--- src/rtl/common.sv ---
// Shared solver-wide constants.
package common;
    parameter int number_literal = 3;
endpackage

--- src/rtl/clause_loader.sv ---
// clause_loader: buffers one SAT problem (pos/neg literal masks per clause),
// drops tautologies, flags capacity overflow, then replays the stored clauses
// to the solver as a single contiguous load burst (pos word, neg word, ...).
module clause_loader #(
    parameter int NUM_LIT     = common::number_literal,
    parameter int MAX_CLAUSES = 8
) (
    input  logic                               clock,
    input  logic                               reset,
    input  logic                               in_valid,
    output logic                               in_ready,
    input  logic [NUM_LIT-1:0]                 in_pos,
    input  logic [NUM_LIT-1:0]                 in_neg,
    input  logic                               in_last,
    output logic                               load,
    output logic [NUM_LIT-1:0]                 i,
    output logic                               done,
    output logic                               overflow,
    output logic                               empty_prob,
    output logic [$clog2(MAX_CLAUSES+1)-1:0]   dropped
);

    localparam int CW = $clog2(MAX_CLAUSES + 1);
    localparam int AW = $clog2(MAX_CLAUSES);
    localparam logic [CW-1:0] CNT_MAX  = CW'(MAX_CLAUSES);
    localparam logic [CW-1:0] CNT_ONE  = CW'(1);
    localparam logic [CW-1:0] CNT_ZERO = {CW{1'b0}};
    localparam logic [CW-1:0] DROP_SAT = {CW{1'b1}};
    localparam logic [AW-1:0] PTR_ONE  = AW'(1);
    localparam logic [AW-1:0] PTR_ZERO = {AW{1'b0}};
    localparam logic [NUM_LIT-1:0] WORD_ZERO = {NUM_LIT{1'b0}};

    typedef enum logic [1:0] {
        FILL = 2'd0,
        POS  = 2'd1,
        NEG  = 2'd2,
        FIN  = 2'd3
    } state_t;

    state_t               state_r;
    state_t               state_s;
    logic [CW-1:0]        count_r;
    logic [CW-1:0]        count_s;
    logic [AW-1:0]        rd_r;
    logic [AW-1:0]        rd_s;
    logic                 load_r;
    logic                 load_s;
    logic [NUM_LIT-1:0]   i_r;
    logic [NUM_LIT-1:0]   i_s;
    logic                 done_r;
    logic                 done_s;
    logic                 overflow_r;
    logic                 overflow_s;
    logic                 empty_prob_r;
    logic                 empty_prob_s;
    logic [CW-1:0]        dropped_r;
    logic [CW-1:0]        dropped_s;
    logic                 push_s;
    logic                 taut_s;

    // Clause storage; occupancy is tracked by count_r, so no reset is needed.
    logic [NUM_LIT-1:0]   pos_mem_r [MAX_CLAUSES];
    logic [NUM_LIT-1:0]   neg_mem_r [MAX_CLAUSES];

    // A literal appearing both plain and complemented makes the clause always true.
    assign taut_s = |(in_pos & in_neg);

    // Producer may only hand over clauses while filling.
    assign in_ready = (state_r == FILL);

    assign load       = load_r;
    assign i          = i_r;
    assign done       = done_r;
    assign overflow   = overflow_r;
    assign empty_prob = empty_prob_r;
    assign dropped    = dropped_r;

    // State and output register; async reset drops load/i immediately mid-burst.
    always_ff @(posedge clock or negedge reset) begin
        if (!reset) begin
            state_r      <= FILL;
            count_r      <= CNT_ZERO;
            rd_r         <= PTR_ZERO;
            load_r       <= 1'b0;
            i_r          <= WORD_ZERO;
            done_r       <= 1'b0;
            overflow_r   <= 1'b0;
            empty_prob_r <= 1'b0;
            dropped_r    <= CNT_ZERO;
        end else begin
            state_r      <= state_s;
            count_r      <= count_s;
            rd_r         <= rd_s;
            load_r       <= load_s;
            i_r          <= i_s;
            done_r       <= done_s;
            overflow_r   <= overflow_s;
            empty_prob_r <= empty_prob_s;
            dropped_r    <= dropped_s;
        end
    end

    // Clause write port: the next free slot is always indexed by the current count.
    always_ff @(posedge clock) begin
        if (push_s) begin
            pos_mem_r[count_r[AW-1:0]] <= in_pos;
            neg_mem_r[count_r[AW-1:0]] <= in_neg;
        end
    end

    // Next-state and next-output decode; outputs follow the state one cycle later.
    always_comb begin
        state_s      = state_r;
        count_s      = count_r;
        rd_s         = rd_r;
        load_s       = 1'b0;
        i_s          = WORD_ZERO;
        done_s       = 1'b0;
        overflow_s   = overflow_r;
        empty_prob_s = empty_prob_r;
        dropped_s    = dropped_r;
        push_s       = 1'b0;

        case (state_r)
            FILL: begin
                if (in_valid) begin
                    if (taut_s) begin
                        if (dropped_r != DROP_SAT) begin
                            dropped_s = dropped_r + CNT_ONE;
                        end else begin
                            dropped_s = dropped_r;
                        end
                    end else if (count_r < CNT_MAX) begin
                        push_s  = 1'b1;
                        count_s = count_r + CNT_ONE;
                    end else begin
                        // Full: accept and discard so the producer never stalls.
                        overflow_s = 1'b1;
                    end

                    if (in_last) begin
                        if (count_s != CNT_ZERO) begin
                            state_s = POS;
                        end else begin
                            state_s      = FIN;
                            empty_prob_s = 1'b1;
                        end
                    end else begin
                        state_s = FILL;
                    end
                end else begin
                    state_s = FILL;
                end
            end

            POS: begin
                load_s  = 1'b1;
                i_s     = pos_mem_r[rd_r];
                state_s = NEG;
            end

            NEG: begin
                load_s  = 1'b1;
                i_s     = neg_mem_r[rd_r];
                rd_s    = rd_r + PTR_ONE;
                count_s = count_r - CNT_ONE;
                if (count_r > CNT_ONE) begin
                    state_s = POS;
                end else begin
                    state_s = FIN;
                end
            end

            FIN: begin
                // Hold FIN until the registered done pulse has been shown once,
                // so per-problem flags stay valid alongside done.
                if (done_r) begin
                    state_s      = FILL;
                    count_s      = CNT_ZERO;
                    rd_s         = PTR_ZERO;
                    overflow_s   = 1'b0;
                    empty_prob_s = 1'b0;
                    dropped_s    = CNT_ZERO;
                end else begin
                    done_s  = 1'b1;
                    state_s = FIN;
                end
            end

            default: begin
                state_s = FILL;
            end
        endcase
    end

endmodule

--- config.mk ---
export PLATFORM = sky130hd
export DESIGN_NAME = clause_loader
export DESIGN_NICKNAME = d
export VERILOG_FILES = /design/src/rtl/common.sv /design/src/rtl/clause_loader.sv
export SDC_FILE = /design/constraint.sdc
export NUM_CORES = 1
export LEC_CHECK = 0
export CORE_UTILIZATION = 43
export CTS_BUF_LIST = sky130_fd_sc_hd__clkbuf_4 sky130_fd_sc_hd__clkbuf_8
export DETAILED_ROUTE_END_ITERATION = 6
export DONT_BUFFER_PORTS = 1
export GPL_ROUTABILITY_DRIVEN = 1
export RECOVER_POWER = 25
export SYNTH_ARGS = -nofsm -noshare
export SYNTH_HDL_FRONTEND = slang
export SYNTH_SLANG_ARGS = --single-unit
--- constraint.sdc ---
create_clock -name clock -period 2.4 [get_ports clock]
set_input_delay 0.24 -clock clock [delete_from_list [all_inputs] [get_ports clock]]
set_output_delay 0.24 -clock clock [all_outputs]
set_load 0.01 [all_outputs]
# Word-level counts from Yosys, hierarchy flattened
# Memory sizes are Yosys's and may differ from the RTL's.
# Index checks and enable logic that the tools add are counted.
# W data, S select, Z words.
dict set report totals {
  n_memories 2
  regBits 20
  ramBits 48
  input_bits 10
  output_inout_bits 12
}
dict set report classes {
  n_mux 38
  n_addsub 4
  bitwise 1
  order_cmp 2
  reduce_logical 12
  eq_ne 12
}
# name depth word_bits rd rd_ports_with_merged_regs wr line
set memory_table {}
lappend memory_table {neg_mem_r 8 3 1 0 1 clause_loader.sv:63} ;# logic [NUM_LIT-1:0] neg_mem_r [MAX_CLAUSES];
lappend memory_table {pos_mem_r 8 3 1 0 1 clause_loader.sv:62} ;# logic [NUM_LIT-1:0] pos_mem_r [MAX_CLAUSES];
# operator n
set ops {}
lappend ops {{$mux W4} 9}
lappend ops {{$mux W1} 16}
lappend ops {{$reduce_and A5 Y1} 3}
lappend ops {{$pmux W3 S2} 2}
lappend ops {{$pmux W4 S3} 1}
lappend ops {{$mux W2} 5}
lappend ops {{$ne A2 B2 Y1 const B} 5}
lappend ops {{$add A4 B1 Y4 const B} 2}
lappend ops {{$pmux W2 S4} 1}
lappend ops {{$pmux W4 S2} 1}
lappend ops {{$ne A2 B1 Y1 const B} 3}
lappend ops {{$eq A2 B2 Y1 const B} 2}
lappend ops {{$gt A4 B1 Y1 const B} 1}
lappend ops {{$lt A4 B4 Y1 const B} 1}
lappend ops {{$ne A4 B4 Y1 const B} 1}
lappend ops {{$pmux W1 S2} 2}
lappend ops {{$reduce_bool A2 Y1} 2}
lappend ops {{$reduce_bool A4 Y1} 1}
lappend ops {{$sub A4 B1 Y4 const B} 1}
lappend ops {{$add A3 B1 Y3 const B} 1}
lappend ops {{$and A3 B3 Y3} 1}
lappend ops {{$mux W3} 1}
lappend ops {{$reduce_and A3 Y1} 1}
lappend ops {{$reduce_bool A3 Y1} 1}
lappend ops {{5 further kinds} 5}

# Depth between registers and ports, before layout
dict set report logic_depth {
  word_depth 10
  depth_mapped 7
  ltp_nobuf 6
}

# Worst setup path after synthesis
# No wires, ideal clock.
dict set report synth_path {
  path_type {flip-flop to flip-flop}
  startpoint {register state_r[0]}
  endpoint {memory neg_mem_r[3][0] (netlist bit), enable pin}
  arrival_ps 1815
  required_time_ps 2050
  slack_ps 235
  setup_time_ps 350
  path_stages_with_launch 7
  n_path_buf 1
  cell_sequence {dfrtp_1 inv_1 ha_1 clkbuf_1 nand2_1 or3_4 nor2_1}
}
dict set report synth_via {
  elab_chain_len 4
}
# item line
set synth_lines {}
lappend synth_lines {{start, declared} clause_loader.sv:40} ;# state_t state_r;
lappend synth_lines {{start signal, assigned} clause_loader.sv:91} ;# state_r <= state_s;
lappend synth_lines {{$logic_not A2 Y1} -}
lappend synth_lines {{net in_ready} clause_loader.sv:11} ;# output logic in_ready,
lappend synth_lines {{$mux W1} clause_loader.sv:124} ;# case (state_r)
lappend synth_lines {{$mux W1} clause_loader.sv:105} ;# if (push_s) begin
lappend synth_lines {{$mux W1 (not written as such)} clause_loader.sv:107} ;# neg_mem_r[count_r[AW-1:0]] <= in_neg;
lappend synth_lines {{end, declared} clause_loader.sv:63}
# The timed path passes the listed nets, and every way through them passes these cells.

# Worst setup path after layout
dict set report layout_path {
  startpoint {register state_r[0]}
  endpoint {memory pos_mem_r[1][0] (netlist bit), enable pin}
}
dict set report layout_via {
  elab_chain_len 4
}
# item line
set layout_lines {}
lappend layout_lines {{$logic_not A2 Y1} clause_loader.sv:124}
lappend layout_lines {{$mux W1} clause_loader.sv:124}
lappend layout_lines {{$mux W1} clause_loader.sv:105}
lappend layout_lines {{$mux W1 (not written as such)} clause_loader.sv:106} ;# pos_mem_r[count_r[AW-1:0]] <= in_pos;
lappend layout_lines {{end, declared} clause_loader.sv:62}
# Every way passes these cells.

==> reports/qor.csv <==
stage,metric,value,unit
yosys,Post-synth ARST share,29.4,%
yosys,Mapped Cells,216,
layout,Post-Layout Cell Count,332,
critical_path,Top delay family on crit path,simple AND/OR/NAND/NOR gates,
critical_path,Required @ worst endpoint,2380,ps
place,hpwl dp,4060,um
floorplanning,I/O pin cnt,22,
layout,NumNets Final,251,
clock_tree,clock latency on the worst-skew pair,350,ps
critical_path,Crit Path Max Fanout,6,
floorplanning,CORE AREA,0.00691,mm2
run_status,status,completed,
yosys,Synth Area in Compound Gates,7.25,%
clock_tree,clock sinks,68,
critical_path,slowest cell on the critical path,nor3_2,
clock_tree,clock buffer count from CTS,9,
layout,fillers,600,
global_routing,initial antenna violation count,0,
timing,worst slew pin tran,982,ps
detailed_routing,average wire per standard cell,18.8,um
yosys,synth top area cells,"edfxtp_1, dfrtp_1, mux4_2",
place,dpl cells,309,
detailed_routing,Vias,1768,
timing,skew final,10.1,ps
yosys,cell with the most instances after synthesis,edfxtp_1,
clock_tree,CTS tree,yes,
global_routing,first-pass GRT wire length,10100,um
floorplanning,die width,87.2,um
detailed_routing,Vias/cell,5.33,
layout,register area,0.00194,mm2
layout,ratio of cells with drive above 1 in the final layout,19.5,%
detailed_routing,initial DRC count,69,
floorplanning,Die Area,0.00761,mm2
timing,final hold vios,0,
detailed_routing,DR DRC count,0,
flow_run,Max Cap Violations,0,
critical_path,worst path cell trace,inv_1 -> ha_1 -> nand2_1 -> or3_4 -> nor3_2,
yosys,post-synthesis xor/xnor area fraction,0.561,%
global_routing,GRT overflow,0,
yosys,Post-Synth Adder-Cell Area,4.01,%
clock_tree,Post-CTS Setup Inserts,0,
yosys,Mapped Avg Cell Area,14.5,um2
layout,n_diodes,0,
clock_tree,Worst-path clk slew,70,ps
critical_path,CP max stage delay,470,ps
place,Post-Place Worst Slack,305,ps
layout,Area Growth Syn to Fin,12.4,%
yosys,Post-synth EDFFs,48,
yosys,synth unique cells,48,
yosys,area share of the largest cell type after synthesis,46.2,%
clock_tree,cts hold-fix bufs,7,
timing,Tcrit/Tclk final,86.5,%
critical_path,crit path DAT,2050,ps
timing,Final Critical Period,2080,ps
timing,Min Hold Slack,76.8,ps
floorplanning,die height,87.2,um
timing,RSZ-0062 raised after global routing,no,
min_path,Hold Crit Class,primary input to flop,
yosys,register area share after synthesis,62.2,%
power_and_ir_drop,Power Total,3.89,mW
critical_path,Worst setup EP type,flop,
yosys,commonest cells in the netlist,"edfxtp_1, dfrtp_1, nand2_1",
yosys,largest family of logic cells by synthesized area,multiplexers,
critical_path,CP Buf/Inv Count,1,
critical_path,Reg2Reg Setup Slack,320,ps
place,Final GP Congestion,0.778,
yosys,mux cell area share after synthesis,12.6,%
timing,FMAX,482,MHz
layout,area of the multi-input gates,0.00109,mm2
power_and_ir_drop,static leakage,1.26,nW
global_routing,largest net degree at the start of global routing,21,
detailed_routing,drt total wl,6260,um
clock_tree,htree depth,3,
yosys,Yosys warning count,0,
place,PortBufs,0,
timing,final-report setup violation count,0,
timing,setup tns final,0,ps
clock_tree,Max Buffers Root-to-Sink,2,
yosys,simple-gate share of the synthesized area,10.5,%
timing,Slew Limit Headroom,34.3,%
critical_path,CP Launch Type,flop,
detailed_routing,drt pass-1 iters,4,
place,DP Area,0.00324,mm2
yosys,#FFs+latches synth,68,
power_and_ir_drop,PD cells,1110,mW/mm2
floorplanning,Starting Density,45.2,%
detailed_routing,DRT antenna net count,0,
global_routing,vias in the first global route,1783,
yosys,Mapped Area,0.00312,mm2
floorplanning,Rows,30,
global_routing,gr usage total,19.1,%
critical_path,Crit Path Category,flop to flop,
yosys,Synth Flop Type,edfxtp_1,
yosys,Synth Net Count,236,
yosys,leading area contributor after synthesis,edfxtp_1,
layout,cell area after layout,0.00351,mm2
timing,final worst setup slack,325,ps
power_and_ir_drop,maximum VDD drop,0.519,mV
layout,Final Util,50.8,%
clock_tree,post_cts resized,0,
clock_tree,Root Buffer,clkbuf_8,
timing,Final Max Slew Viols,0,
-- flip-flops by register name, summed over array words and instances, names as in the netlist --
signal	count
neg_mem_r	24
overflow	1
empty_prob	1
i	3
done	1
pos_mem_r	24
dropped	4
count_r	4
rd_r	3
state_r	2
load	1
-- metal layers --
layer,track usage [%],part of all wire [%]
met1,28.0,48
met2,26.5,45
met3,4.83,5.4
met4,8.94,1.5
met5,0,0
-- worst reg2reg max path: cells and delay by family, from the launching register on --
kind	cells	cell delay, ps
DFF	1	420
buffers and inverters	1	100
adders and majority gates	1	210
and+or+nand+nor	3	980
-- layout by cell type, fill, tap and decap left out, types with 4 or more instances in the layout --
cell type / instances
dlygate4sd3_1: 7
buf_4: 8
mux4_2: 12
edfxtp_1: 48
o21ai_0: 5
nor2_1: 16
clkbuf_8: 9
a21oi_1: 4
inv_1: 8
ha_1: 10
dfrtp_1: 20
nor3_2: 4
mux2i_1: 9
nand2_1: 17
-- where the power goes --
| group | leakage (nW) | switching, mW | internal, mW |
|---|---|---|---|
| logic | 0.498 | 0.652 | 0.614 |
| clock network | 0.0961 | 0.444 | 0.491 |
| registers | 0.671 | 0.262 | 1.43 |
-- worst paths after layout --
check | from | end | depth (start not counted)
max | state_r[0] | pos_mem_r[1][0] | 5
min | in_last | state_r[0] | 2
max reg2reg | state_r[0] | pos_mem_r[1][0] | 5
min reg2reg | overflow | overflow | 1
max in group asynchronous | reset | count_r[0] | 1
min in group asynchronous | reset | dropped[1] | 1
-- area by class of cell --
class	instances	area share, %
sequential	68	55.3
multi-input combinational	129	31.1
clock buffer	10	3.74
timing repair buffer	15	3.71
tap	96	3.42
clock inverter	6	1.82
inverter	8	0.856
-- cells by family after synthesis --
family	Yosys count
multiplexers	24
flip-flops	68
buffers and inverters	19
XOR/XNOR	2
adder cells (fa/ha/maj)	10
AO/OA/AOI/OAI	33
AND/OR/NAND/NOR	60
No activity file was read; power rests on OpenSTA's default activity.
==> patch 1 (same settings) <==
Register the output `overflow` once more, cleared by the reset; this adds one clock of latency there. The other outputs are not delayed to match.
--- a/src/rtl/clause_loader.sv
+++ b/src/rtl/clause_loader.sv
@@ -72,5 +72,11 @@
     assign i          = i_r;
     assign done       = done_r;
-    assign overflow   = overflow_r;
+    always_ff @(posedge clock or negedge reset) begin
+        if (!reset) begin
+            overflow <= '0;
+        end else begin
+            overflow <= overflow_r;
+        end
+    end
     assign empty_prob = empty_prob_r;
     assign dropped    = dropped_r;
Behaviour: not the same (a bounded check fails within 10 cycles, from zero or initial values and one cycle with reset low).
==> patch 1 against the unedited design <==
  * Cell area rose by 2.5%
  * Cell count rose by 1.5%
  * Total power rose by 4.7%
  * Worst hold slack got worse by 0.013 ns
  * Sequential cell count rose by 1
  * Area after synthesis rose by 0.80%
  * Largest power group unchanged
  * Routed wire length fell by 6.0%
  * Setup slack got worse by 0.040 ns
==> patch 1: results (changes against the unedited design) <==
CTS
  • Post-CTS Setup Inserts: 0 (unchanged)
  • Cts repair resizes: 0 (unchanged)
  • H-Tree Depth: 3 (unchanged)

Final layout
  • FF+latch count: 69 (+1.5%)
  • Share of layout cells above drive strength 1: 20.7% (+1.3 points)
  • Non-clk buf share: 4.45% (+0.74 points)
  • Clock buffers: 9 (-1)
  • Sequential cell area share: 54.7% (-0.67 points)
  • Nets: 256 (+2.0%)
  • Fillers: 572 (-4.7%)
  • Design area: 3600 um2 (+2.5%)
  • Multi-input combinational area share: 30.4% (-0.77 points)
  • Clk tree area frac: 6.36% (+0.80 points)
  • Count of plain and timing-repair buffers: 19 (+4)
  • Layout Cells excl Fill: 337 (+1.5%)

Setup path
  • R2R Path End: pos_mem_r[0][1]$_DFFE_PP_
  • Critical Path Sink: pos_mem_r[0][1]$_DFFE_PP_
  • CP arrival: 2.09 ns (+0.04 ns)

Timing
  • Clock skew: 0.00622 ns (-0.00384 ns)
  • Crit path time final: 2.12 ns (+0.0404 ns)

GRT
  • Tot GR Track Use: 17.4% (-1.6 points)
  • M2 GR Usage: 25.8% (-0.70 points)
  • GRT met3 Usage: 5.18% (+0.35 points)
  • Met1 capacity usage during global routing: 24.8% (-3.2 points)
  • First-pass GRT wire length: 9360 um (-7.5%)
  • Largest net degree at the start of global routing: 22 (+4.8%)

Synth
  • Mapped Avg Cell Area: 14.5 um2 (+0.34%)
  • Dominant synthesized flop cell: edfxtp_1
  • Net Count, Synth: 237 (+0.42%)
  • Post-synth EDFFs: 48 (unchanged)
  • Most instantiated cells after synthesis: edfxtp_1 (48), dfrtp_1 (21), nand2_1 (17)
  • Post-synth ARST share: 30.4% (+1.0 points)
  • Sequential-to-total area share from yosys stat: 62.5% (+0.30 points)

Place
  • Post-DP HPWL: 3920 um (-3.4%)
  • GP Congestion: 0.798 (+2.6%)
  • Placed instance area: 3300 um2 (+1.7%)
  • Post-Place Cells: 314 (+1.6%)

Detailed routing
  • M1 WL: 2850 um (-4.9%)
  • Initial DRT Pass Iterations: 6 (+2)
  • Met3 wire len: 229 um (-32%)
  • DR vias: 1,793 (+1.4%)
  • DR iter-0 viols: 139 (+100%)
  • Final wirelength: 5880 um (-6.0%)
  • Wire length on met2: 2740 um (-2.9%)

Power
  • Leak Pwr: 0.00131 uW (+3.7%)
  • Seq pwr share: 42.0% (-1.4 points)
  • NetSw: 1390 uW (+2.6%)
  • Peak supply drop: 0.000500 V (-3.7%)
  • Power Total: 4070 uW (+4.7%)

Outcome
  • Status: completed
-- patch 1: cell types whose count changed after synthesis, sizes merged --
cell	change
dfrtp	+1
-- patch 1: logic make-up (layout without fill, tap and decap cells) --
| family | after synthesis | after routing | share of synthesized area [%] |
|---|---|---|---|
| AO/OA/AOI/OAI | 33 | 33 | 7.19 |
| AND/OR/NAND/NOR | 60 | 60 | 10.5 |
| XOR/XNOR | 2 | 2 | 0.557 |
| adder cells (fa/ha/maj) | 10 | 10 | 3.97 |
| flip-flops | 69 | 69 | 62.5 |
| multiplexers | 24 | 24 | 12.5 |
| buffers and inverters | 19 | 43 | 2.82 |
-- patch 1: critical path, delay by kind of cell, from the launching register on --
| family | cells | cell delay (ns) |
|---|---|---|
| buffers and inverters | 1 | 0.10 |
| AND/OR/NAND/NOR | 3 | 0.99 |
| flip-flops | 1 | 0.42 |
| adder cells (fa/ha/maj) | 1 | 0.24 |
==> patch 2 (same flow settings) <==
Without the edit above. Set the parameter `MAX_CLAUSES` to 32 (it was 8).
--- a/src/rtl/clause_loader.sv
+++ b/src/rtl/clause_loader.sv
@@ -4,5 +4,5 @@
 module clause_loader #(
     parameter int NUM_LIT     = common::number_literal,
-    parameter int MAX_CLAUSES = 8
+    parameter int MAX_CLAUSES = 32
 ) (
     input  logic                               clock,
Interface: changed (resized dropped); port bits go from 22 to 24. No check against the original RTL was run, so the function may have changed too.
==> patch 2 against the unedited design <==
  * Cell count increased to 2.8 times the old value
  * Area after synthesis increased to 2.9 times the old value
  * Cell area grew to 3.0 times the old value
  * Total power rose to 2.9 times the old value
  * Die area grew to 2.9 times the old value
  * The run now ends with max-capacitance violations left
  * Combinational power grew to 2.6 times the old value
  * Sequential cell count grew 150
  * Non-clock buffer count increased by 48
  * Largest power group unchanged
  * Utilization down 0.40 points
  * Critical path type unchanged
  * Highest routed layer unchanged
  * Routed wire length grew to 3.4 times the old value
  * Worst hold slack improved by 0.031 ns
  * Critical path depth unchanged
  * Setup slack worse by 0.17 ns
  * Sequential power rose to 2.8 times the old value
==> patch 2: results (changes against the unedited design) <==
Setup path
  • CP arrival: 2.67 ns (+0.62 ns)
  • CP max-delay cell: nor2b_1
  • Critical path peak fanout: 11 (+5)
  • Largest stage delay on the critical path: 0.81 ns (+0.34 ns)

Place
  • GP Congestion: 0.860 (+11%)
  • Post-DP HPWL: 13,100 um (+220%)
  • Pre-CTS worst setup slack: 0.154 ns (-0.152 ns)
  • Post-Place Cells: 846 (+170%)

GRT
  • Initial antenna violation count: 2 (+2)
  • GRT met3 Usage: 4.33% (-0.51 points)
  • Met1 capacity usage during global routing: 28.4% (+0.43 points)
  • M2 GR Usage: 32.3% (+5.8 points)
  • First-pass GRT wire length: 33,100 um (+230%)

Final layout
  • Clock buffers: 50 (+40)
  • Count of plain and timing-repair buffers: 63 (+48)
  • Storage cell area: 6420 um2 (+230%)
  • Antenna Cells: 1 (+1)
  • Share of layout cells above drive strength 1: 25.3% (+5.8 points)
  • #MultiIn Comb: 292 (+130%)
  • Multi-input combinational area share: 24.1% (-7.0 points)
  • Fillers: 1,763 (+190%)
  • Clk tree area frac: 6.80% (+1.2 points)
  • Nets: 642 (+160%)
  • Invs w/o clock: 9 (+1)

Timing
  • Max_slew headroom: 0.155% (-34 points)
  • Clock skew: 0.0144 ns (+0.00434 ns)

Synth
  • Net Count, Synth: 575 (+140%)
  • Mapped Avg Cell Area: 16.6 um2 (+15%)
  • Post-Synthesis Cell Area: 9210 um2 (+190%)
  • Register bit total from synthesis: 218 (+220%)
  • Count of distinct cell types in the synthesized netlist: 59 (+23%)
  • Synthesized-area fraction occupied by adder cells: 1.49% (-2.5 points)
  • Post-synth ARST share: 11.9% (-17 points)
  • XOR/XNOR share of the synthesized area: 0.476% (-0.085 points)
  • Post-synth EDFFs: 192 (+300%)
  • Ranking of synthesized cells by area: edfxtp_1 (63%), mux4_2 (9.8%), dfrtp_1 (7.1%)
  • Mux share of post-synthesis cell area: 12.4% (-0.27 points)
  • Most instantiated cells after synthesis: edfxtp_1 (192), nor2_1 (43), mux4_2 (40)
  • Post-synthesis compound-gate area fraction: 6.22% (-1.0 points)
  • Sequential-to-total area share from yosys stat: 69.7% (+7.5 points)

CTS
  • Clock latency at the later pin of the worst-skew pair: 0.51 ns (+0.16 ns)
  • H-Tree Depth: 2 (-1)
  • Num CTS Buffers: 37 (+28)
  • Max clock buf depth: 3 (+1)

Detailed routing
  • Wire per inst: 23.2 um (+23%)
  • DR iter-0 viols: 421 (+510%)
  • Wire length on met2: 10,100 um (+260%)
  • DR vias: 5,275 (+200%)
  • DR vias/cell: 5.73 (+7.6%)
  • Met3 wire len: 1430 um (+320%)
  • M1 WL: 9260 um (+210%)

Outcome
  • Status: finished with violations
  • Violated checks: max-capacitance violations

Job
  • Max_cap viols: 1 (+1)

Power
  • PwrDens: 1060 nW/um2 (-4.3%)
  • Peak supply drop: 0.000438 V (-16%)
==> patch 2: power breakdown <==
part           switching, uW  total (uW)  leakage (uW)  internal [uW]
logic                   1760        3240       0.00118           1470
clock network           1420        3290      0.000386           1870
registers                365        4720       0.00203           4350
==> patch 2: repair_timing <==
action	CTS	global route
resized for setup	0	0
hold endpoints to repair	220	0
hold buffers	11	0
==> patch 2: path summary, 6_finish.rpt <==
kind                                          start                     end  slack (ns)  depth (start not counted)
worst max-delay path            rd_r[2]$_DFFE_PN0P_          i[2]$_DFF_PN0_        0.15                          5
worst min-delay path                       in_valid    overflow$_DFFE_PN0P_        0.11                          3
worst min register to register       done$_DFF_PN0_          done$_DFF_PN0_        0.53                          1
max in group asynchronous                     reset     rd_r[0]$_DFFE_PN0P_        2.04                          2
worst max register to register  rd_r[2]$_DFFE_PN0P_          i[2]$_DFF_PN0_        0.15                          5
min in group asynchronous                     reset  count_r[0]$_DFFE_PN0P_        0.16                          2
